[src/rtl/echo_pkg.sv]
// Shared definitions for the buffered echo block: output FSM state encoding.
// Imported by echo_buffered and echo_fifo_mem.
package echo_pkg;

    // ST_FIRST presents the first (or only) copy of the head word.
    // ST_SECOND presents the repeat copy of a dup word.
    typedef enum logic {
        ST_FIRST  = 1'b0,
        ST_SECOND = 1'b1
    } state_t;

endpackage

[src/rtl/echo_fifo_mem.sv]
// Storage array for the echo FIFO: one synchronous write port and a
// combinational read port. The contents are deliberately not reset.
module echo_fifo_mem
    import echo_pkg::*;
#(
    parameter int WIDTH = 33,
    parameter int DEPTH = 4,
    localparam int PTR_W = $clog2(DEPTH)
) (
    input  logic             clk,
    input  logic             we,
    input  logic [PTR_W-1:0] waddr,
    input  logic [WIDTH-1:0] wdata,
    input  logic [PTR_W-1:0] raddr,
    output logic [WIDTH-1:0] rdata
);

    logic [WIDTH-1:0] mem [DEPTH];

    always_ff @(posedge clk) begin
        if (we) begin
            mem[waddr] <= wdata;
        end
    end

    assign rdata = mem[raddr];

endmodule

[src/rtl/echo_buffered.sv]
// Buffered echo: words from the say channel go through a DEPTH-entry FIFO and
// come back on the heard channel. Words tagged with say_dup are returned twice.
module echo_buffered
    import echo_pkg::*;
#(
    parameter int WIDTH = 32,
    parameter int DEPTH = 4,
    localparam int CNT_W = $clog2(DEPTH + 1)
) (
    input  logic             clk,
    input  logic             rst,
    input  logic             say_valid,
    output logic             say_ready,
    input  logic [WIDTH-1:0] say,
    input  logic             say_dup,
    output logic             heard_valid,
    input  logic             heard_ready,
    output logic [WIDTH-1:0] heard,
    output logic             heard_last,
    output logic [CNT_W-1:0] count
);

    localparam int PTR_W = $clog2(DEPTH);
    localparam logic [CNT_W-1:0] FULL_CNT = CNT_W'(DEPTH);
    localparam logic [PTR_W-1:0] LAST_PTR = PTR_W'(DEPTH - 1);

    state_t           state;
    state_t           next_state;
    logic [PTR_W-1:0] wr_ptr;
    logic [PTR_W-1:0] rd_ptr;
    logic             push;
    logic             pop;
    logic             handshake;
    logic             head_dup;
    logic [WIDTH:0]   mem_rdata;

    // Full and empty come from count alone, so pointer equality never matters.
    assign say_ready   = (count < FULL_CNT);
    assign heard_valid = (count != '0);
    assign push        = say_valid && say_ready;
    assign handshake   = heard_valid && heard_ready;
    assign {head_dup, heard} = mem_rdata;

    echo_fifo_mem #(
        .WIDTH (WIDTH + 1),
        .DEPTH (DEPTH)
    ) u_mem (
        .clk   (clk),
        .we    (push),
        .waddr (wr_ptr),
        .wdata ({say_dup, say}),
        .raddr (rd_ptr),
        .rdata (mem_rdata)
    );

    always_ff @(posedge clk or posedge rst) begin
        if (rst) begin
            wr_ptr <= '0;
            rd_ptr <= '0;
            count  <= '0;
            state  <= ST_FIRST;
        end else begin
            if (push) begin
                wr_ptr <= (wr_ptr == LAST_PTR) ? '0 : wr_ptr + PTR_W'(1);
            end
            if (pop) begin
                rd_ptr <= (rd_ptr == LAST_PTR) ? '0 : rd_ptr + PTR_W'(1);
            end
            case ({push, pop})
                2'b10:   count <= count + CNT_W'(1);
                2'b01:   count <= count - CNT_W'(1);
                default: count <= count;
            endcase
            state <= next_state;
        end
    end

    // A dup head is handed out once without popping; the second handshake pops it.
    always_comb begin
        next_state = state;
        pop        = 1'b0;
        heard_last = 1'b1;
        case (state)
            ST_FIRST: begin
                heard_last = !head_dup;
                if (handshake) begin
                    if (head_dup) begin
                        next_state = ST_SECOND;
                    end else begin
                        pop = 1'b1;
                    end
                end
            end
            ST_SECOND: begin
                heard_last = 1'b1;
                if (handshake) begin
                    pop        = 1'b1;
                    next_state = ST_FIRST;
                end
            end
            default: begin
                next_state = ST_FIRST;
            end
        endcase
    end

endmodule

[config.mk]
export PLATFORM = sky130hd
export DESIGN_NAME = echo_buffered
export DESIGN_NICKNAME = d
export VERILOG_FILES = /design/src/rtl/echo_pkg.sv /design/src/rtl/echo_fifo_mem.sv /design/src/rtl/echo_buffered.sv
export SDC_FILE = /design/constraint.sdc
export NUM_CORES = 1
export LEC_CHECK = 0
export ABC_AREA = 1
export CAP_MARGIN = 20
export CORE_MARGIN = 4
export CORE_UTILIZATION = 35
export CTS_CLUSTER_SIZE = 8
export DETAILED_ROUTE_END_ITERATION = 10
export SYNTH_ARGS = -nofsm -noshare
export SYNTH_HDL_FRONTEND = slang
export SYNTH_HIERARCHICAL = 1
export SYNTH_SLANG_ARGS = --single-unit
[constraint.sdc]
create_clock -name clk -period 3.31 [get_ports clk]
set_clock_uncertainty 0.05 [all_clocks]
set_input_delay 0.331 -clock clk [delete_from_list [all_inputs] [get_ports clk]]
set_output_delay 0.331 -clock clk [all_outputs]
set_load 0.005 [all_outputs]
==> results of run 1 <==
-- routing by layer --
metal  GRT usage [%]  up-vias
li1                -     1977
met1            15.9     1879
met2            23.3      102
met3            5.24       25
met4            5.25        4
met5               0        -
-- critical path: stages (launching register included) --
cell and delay, ps:
dfrtp_2 410, inv_2 310, buf_4 490, nand2_1 110
nand3_1 90, nand2_1 80, clkdlybuf4s50_1 450
-- worst max path at each step --
| stage | from | end | cells past startpoint |
|---|---|---|---|
| after global placement | rd_ptr[0] | count[2] | 14 |
| after global routing | rd_ptr[0] | heard[1] | 6 |
| after CTS | rd_ptr[0] | heard[1] | 6 |
| after detailed placement | rd_ptr[0] | count[2] | 14 |
| final | rd_ptr[0] | heard[1] | 6 |
| after floorplan | count[2] | u_mem/mem[1][0] | 3 |
-- sequential cells by signal, indices dropped and copies added (netlist names) --
name       cells
rd_ptr         2
count          3
state          1
u_mem/mem    132
wr_ptr         2
-- cells by family after synthesis --
kind of cell,synth area share (%)
DFF,69.1
adders and majority gates,0.956
buffers and inverters,11.0
AOI/OAI and AO/OA,0.291
xor gates and xnor gates,0.145
and+or+nand+nor,18.4
-- power by group through the flow --
stage | Sequential, mW | Combinational, mW | Clock [mW]
6_report | 2.42 | 2.29 | 1.88
5_1_grt | 2.45 | 2.57 | 2.01
4_1_cts | 2.42 | 2.35 | 1.92
3_5_place_dp | 2.45 | 2.33 | 0
3_3_place_gp | 2.44 | 2.29 | 0
2_1_floorplan | 2.41 | 1.25 | 0
-- layout make-up --
class	instances	area, µm²
clock buffer	20	437
fill	1554	9070
sequential	140	4170
tap	220	275
multi-input combinational	269	1210
timing repair buffer	87	838
inverter	148	556
clock inverter	12	146
-- cell usage in the layout, fill, tap and decap left out, drive strengths merged --
cell	instances
nor2	3
ha	3
buf	13
o21a	1
dfrtp	8
o21ai	2
clkinvlp	1
xnor2	1
nand3	68
nand2	182
edfxtp	132
clkbuf	20
clkinv	7
inv	149
nor3	4
nand4	4
clkdlybuf4s50	74
bufinv	3
fa	1
-- stage by stage --
stage                     worst slack (ps)  area [µm²]  util, %  hold slack [ps]
final                                  522        7630     45.7              120
after global routing                   324        7630     45.7              144
after CTS                              489        7630     45.7              122
after detailed placement               853        7050     42.2              428
after global placement                 893        7050     42.2              417
after floorplan                       -164        6020        -             96.7
==> metrics.md, run 1 <==
| Metric | Value |
|---|---|
| Peak VDD IR | 0.423 mV |
| Iter 0 DRT Violations | 237 |
| Worst setup SP type | flip-flop |
| Share of the synthesized area in the top cell type | 65.8% |
| Worst-case clock buffer depth | 2 |
| Worst R2R Path Depth | 13 |
| Post-synth EDFFs | 132 |
| Port Buffers | 74 |
| Worst setup EP type | primary output |
| Power Total | 6.58 mW |
| Syn Nets | 619 |
| Hold Fails Final Rpt | 0 |
| Crit path DAT | 2410 ps |
| # clock sinks | 140 |
| Core region area | 16700 µm² |
| Setup violations, final | 0 |
| RSZ-0062 raised after global routing | no |
| Vias in the first global route | 4030 |
| Overflow after GRT | 0 |
| Syn. warnings | 6 |
| Switching pwr | 2.11 mW |
| Post-route insts no fill | 896 |
| Layout area overhead | 26.7% |
| Initial antenna violation count | 2 |
| Die width | 139 µm |
| Drt wl/cell | 14.2 µm |
| Cells after synthesis | 578 |
| CP Max Fanout | 44 |
| Flop pwr share | 36.7% |
| Worst skew pair latency | 420 ps |
| Die Area | 19400 µm² |
| Clock Power Share | 28.5% |
| Max Freq | 0.359 GHz |
| Initial Utilization | 36.1% |
| H-tree levels | 4 |
| PwrDens | 862 nW/µm² |
| GRT Util Overall | 13.8% |
| Setup TNS | 0 ps |
| Clock transition at the registers of the reported paths | 60 ps |
| Nets@finish | 704 |
| Maxcap violations | 0 |
| Post-DRT Antenna Nets | 0 |
| Hold buffers post-CTS | 0 |
| Synth area leader | edfxtp_1 |
| Post-CTS Setup Inserts | 0 |
| Slew @ Worst Pin | 485 ps |
| CTS-repair resized insts | 0 |
| WL met2 | 6250 µm |
| Post-synth ARST share | 5.71% |
| Cells after DPL | 864 |
| Crit path time final | 2790 ps |
| Internal cell power | 4.47 mW |
| Status | finished, final reports clean |
| Gate power share | 34.7% |
| Clock Tree Root | clkbuf_16 |
| FF+latch count, synth | 140 |
| GPL Wtd Cong | 0.726 |
| Synth Flop Type | edfxtp_1 |
| Drt first pass iters | 5 |
| Die outline height | 139 µm |
| Leakage Power | 3.39 nW |
| Largest net degree at the start of global routing | 46 |
| Req. time, crit path | 2930 ps |
| Area contributors post-synth | edfxtp_1 66%, nand2_1 11%, inv_1 9.1% |
| R2r startpoint | rd_ptr[1] |
| Synth top cells by count | 181 x nand2_1, 146 x inv_1, 132 x edfxtp_1, 67 x nand3_1, 9 x buf_2 |
| Slew HR | 67.7% |
| Worst R2R End | count[2] |
| Via density | 4.45 |
| Max Slew Vio Count | 0 |
| WS Path Type | reg -> out |
| First-pass GRT wire length | 20500 µm |
| Post-synthesis cell type count | 22 |
| Total wire length | 12800 µm |
| Switch share | 32.1% |
| Detail Placement HPWL | 7950 µm |
| Met1 WL | 5540 µm |
| # IOs | 75 |
| TritonCTS Buffers | 17 |
| DRC Markers | 0 |
| R2R setup slack | 810 ps |
| Final Cycle Share | 84.2% |
| Vias | 3987 |
| Highest Signal Layer | met5 |
| Sequential area share after synthesis | 69.1% |
| Synth Cell Area | 6020 µm² |
| CTS tree | yes |
| Syn avg cell area | 10.4 µm² |
| Routed wl met3 | 701 µm |
| Worst Hold Class | in -> async |
| Layout cells sized above 1 | 7.84% |
| Most frequent cell after synthesis | nand2_1 |
| Ant. Diodes | 0 |
| Row Count | 47 |
(Power assumes the default switching activity.)
==> run 2, diff against run 1 <==
==> constraint.sdc (replaced) <==
create_clock -name clk -period 2.3 [get_ports clk]
set_clock_uncertainty 0.05 [all_clocks]
set_input_delay 0.23 -clock clk [delete_from_list [all_inputs] [get_ports clk]]
set_output_delay 0.23 -clock clk [all_outputs]
set_load 0.005 [all_outputs]
==> metrics.md, run 2 (synthesis results as in run 1) <==
| Metric | Value |
|---|---|
| Status | finished, final reports clean (unchanged) |
| Worst setup SP type | flip-flop (unchanged) |
| Initial Utilization | 36.1% (unchanged) |
| R2r startpoint | rd_ptr[0] (was rd_ptr[1]) |
| # IOs | 75 (unchanged) |
| Drt wl/cell | 14.4 µm (was 14.2 µm) |
| Peak VDD IR | 0.553 mV (was 0.423 mV) |
| CTS tree | yes (unchanged) |
| Max Freq | 0.450 GHz |
| DRC Markers | 0 (unchanged) |
| Hold_ws | 7.52 ps (was 120 ps) |
| Detail Placement HPWL | 7720 µm (was 7950 µm) |
| Row Count | 47 (unchanged) |
| Clock Power Share | 25.8% (was 28.5%) |
| Worst skew pair latency | 420 ps (about the same) |
| Hold buffers post-CTS | 0 (unchanged) |
| Top flop regs | u_mem/mem x132, count x3 (unchanged) |
| GRT Util Overall | 13.4% (was 13.8%) |
| TritonCTS Buffers | 17 (unchanged) |
| Placed cell area | 7110 µm² (was 7050 µm²) |
| RSZ-0062 raised after global routing | yes (was no) |
| Iter 0 DRT Violations | 213 (was 237) |
| Crit path time final | 2220 ps |
| Post-route design area | 7880 µm² (was 7630 µm²) |
| Most flop-heavy register | u_mem/mem (unchanged) |
| Maxcap violations | 0 (unchanged) |
| Setup violations, final | 0 (unchanged) |
| CP Max Fanout | 15 (was 44) |
| Leakage Power | 3.62 nW (was 3.39 nW) |
| Flop pwr share | 35.8% (was 36.7%) |
| CP max-delay cell | dfrtp_2 (was buf_4) |
| Crit path DAT | 1940 ps (was 2410 ps) |
| Die width | 139 µm (unchanged) |
| Initial antenna violation count | 0 (was 2) |
| Clock transition at the registers of the reported paths | 50 ps (was 60 ps) |
| Final Cycle Share | 96.6% |
| Req. time, crit path | 2020 ps (was 2930 ps) |
| Vias | 3954 (was 3987) |
| Gate power share | 38.4% (was 34.7%) |
| Most common cell after layout, fill and taps aside | nand2_1 (unchanged) |
| Layout area overhead | 30.8% (was 26.7%) |
| First-pass GRT wire length | 19900 µm (was 20500 µm) |
| Slew HR | 78.6% (was 67.7%) |
| Slew @ Worst Pin | 321 ps (was 485 ps) |
| Worst setup EP type | primary output (unchanged) |
| Ant. Diodes | 0 (unchanged) |
| Crit path max-delay family | buffers and inverters (unchanged) |
| Most frequent cells in the layout | 175 x nand2_1, 144 x inv_1, 132 x edfxtp_1 (was 181 x nand2_1, 145 x inv_1, 132 x edfxtp_1) |
| Internal cell power | 6.56 mW (was 4.47 mW) |
| Fill cells | 1494 (was 1554) |
| R2R setup slack | 140 ps (was 810 ps) |
| H-tree levels | 4 (unchanged) |
| Vias in the first global route | 3990 (was 4030) |
| Via density | 4.39 (was 4.45) |
| Drt first pass iters | 4 (was 5) |
| Post-DRT Antenna Nets | 0 (unchanged) |
| Port Buffers | 74 (unchanged) |
| Max Slew Vio Count | 0 (unchanged) |
| GPL Wtd Cong | 0.684 (was 0.726) |
| Setup TNS | 0 ps (unchanged) |
| Overflow after GRT | 0 (unchanged) |
| CP max stage delay | 510 ps (was 490 ps) |
| Nets@finish | 708 (was 704) |
| Largest net degree at the start of global routing | 35 (was 46) |
| Total wire length | 12900 µm (was 12800 µm) |
| WS Path Type | reg -> out (unchanged) |
| Worst-case clock buffer depth | 2 (unchanged) |
| Core region area | 16700 µm² (unchanged) |
| Worst R2R End | count[2] (unchanged) |
| Switching pwr | 3.12 mW (was 2.11 mW) |
| Cell Chain, Critical Path | inv_8, buf_12, nand2_1, nand3_1, nand2_2, clkdlybuf4s50_1 (was inv_2, buf_4, nand2_1, nand3_1, nand2_1, clkdlybuf4s50_1) |
| Hold Fails Final Rpt | 0 (unchanged) |
| # clock sinks | 140 (unchanged) |
| Die Area | 19400 µm² (unchanged) |
| Die outline height | 139 µm (unchanged) |
| PwrDens | 1230 nW/µm² (was 862 nW/µm²) |
| Clock Tree Root | clkbuf_16 (unchanged) |
| Switch share | 32.3% (was 32.1%) |
| Worst path buffer plus inverter count | 3 (unchanged) |
| Worst Hold Class | in -> async (unchanged) |
| Largest register FFs | 132 (unchanged) |
| Layout cells sized above 1 | 9.41% (was 7.84%) |
| Worst R2R Path Depth | 14 (was 13) |
-- run 2: cell types whose count changed in the layout (fill, tap and decap cells not counted), sizes merged --
cell,previous run,this run
bufinv,3,2
inv,149,148
clkbuf,20,24
buf,13,14
clkinv,7,9
clkdlybuf4s50,74,57
dlymetal6s2s,0,17
clkinvlp,1,0
-- run 2: worst max-delay path by stage --
stage                      endpoint      start  cells past startpoint
finish                    heard[17]  rd_ptr[0]                      6
detailed placement         count[2]  rd_ptr[0]                     14
CTS                       heard[31]  rd_ptr[0]                      5
global route              heard[17]  rd_ptr[0]                      6
floorplan           u_mem/mem[0][0]   count[2]                      3
global placement           count[2]  rd_ptr[0]                     14
-- run 2: area by class of cell --
| cell class | instances | area, µm² | area share (%) |
|---|---|---|---|
| clock inverters | 11 | 101 | 1.29 |
| flip-flops and latches | 140 | 4170 | 52.9 |
| clock buffers | 21 | 440 | 5.59 |
| multi-input cells | 269 | 1260 | 16.0 |
| repair buffers | 91 | 1070 | 13.6 |
| inverters | 148 | 563 | 7.15 |
| well taps | 220 | 275 | 3.50 |
-- run 2: repair_timing --
action                                  4_1_cts  5_1_grt
setup buffers                                 0        2
pin swaps                                     0        3
resized for setup                             6       38
endpoints found under the setup margin       32       31
cloned                                        0        4
-- run 2: stage by stage --
| step | setup WS (ps) | utilization (%) | std cells | power (mW) |
|---|---|---|---|---|
| 6_report | 78.7 | 47.2 | 900 | 9.68 |
| 5_1_grt | -25.7 | 47.2 | 900 | 10.3 |
| 4_1_cts | 10.8 | 45.9 | 894 | 9.58 |
| 2_1_floorplan | -187 | - | 578 | 5.28 |
| 3_3_place_gp | 254 | 42.6 | 862 | 6.87 |
| 3_5_place_dp | 156 | 42.6 | 862 | 6.99 |
-- run 2: power groups by stage --
stage	Combinational (mW)	Sequential [mW]	Clock [mW]
after global placement	3.39	3.49	0
after detailed placement	3.49	3.50	0
after global routing	4.12	3.50	2.70
final	3.72	3.47	2.49
after floorplan	1.82	3.46	0
after CTS	3.55	3.45	2.57
-- run 2: worst register-to-register path: cells and delay by family, from the launching register on --
family	cells	cell delay, ps
buffers and inverters	3	270
AND/OR/NAND/NOR	9	700
adder cells (fa/ha/maj)	2	550
flip-flops	1	500
-- run 2: routing by layer --
metal | global-route usage (%) | up-vias | part of all wire, %
li1 | - | 1990 | -
met1 | 15.2 | 1868 | 42
met2 | 24.0 | 75 | 53
met3 | 3.83 | 21 | 3.9
met4 | 5.46 | 0 | 1.5
met5 | 0 | - | 0
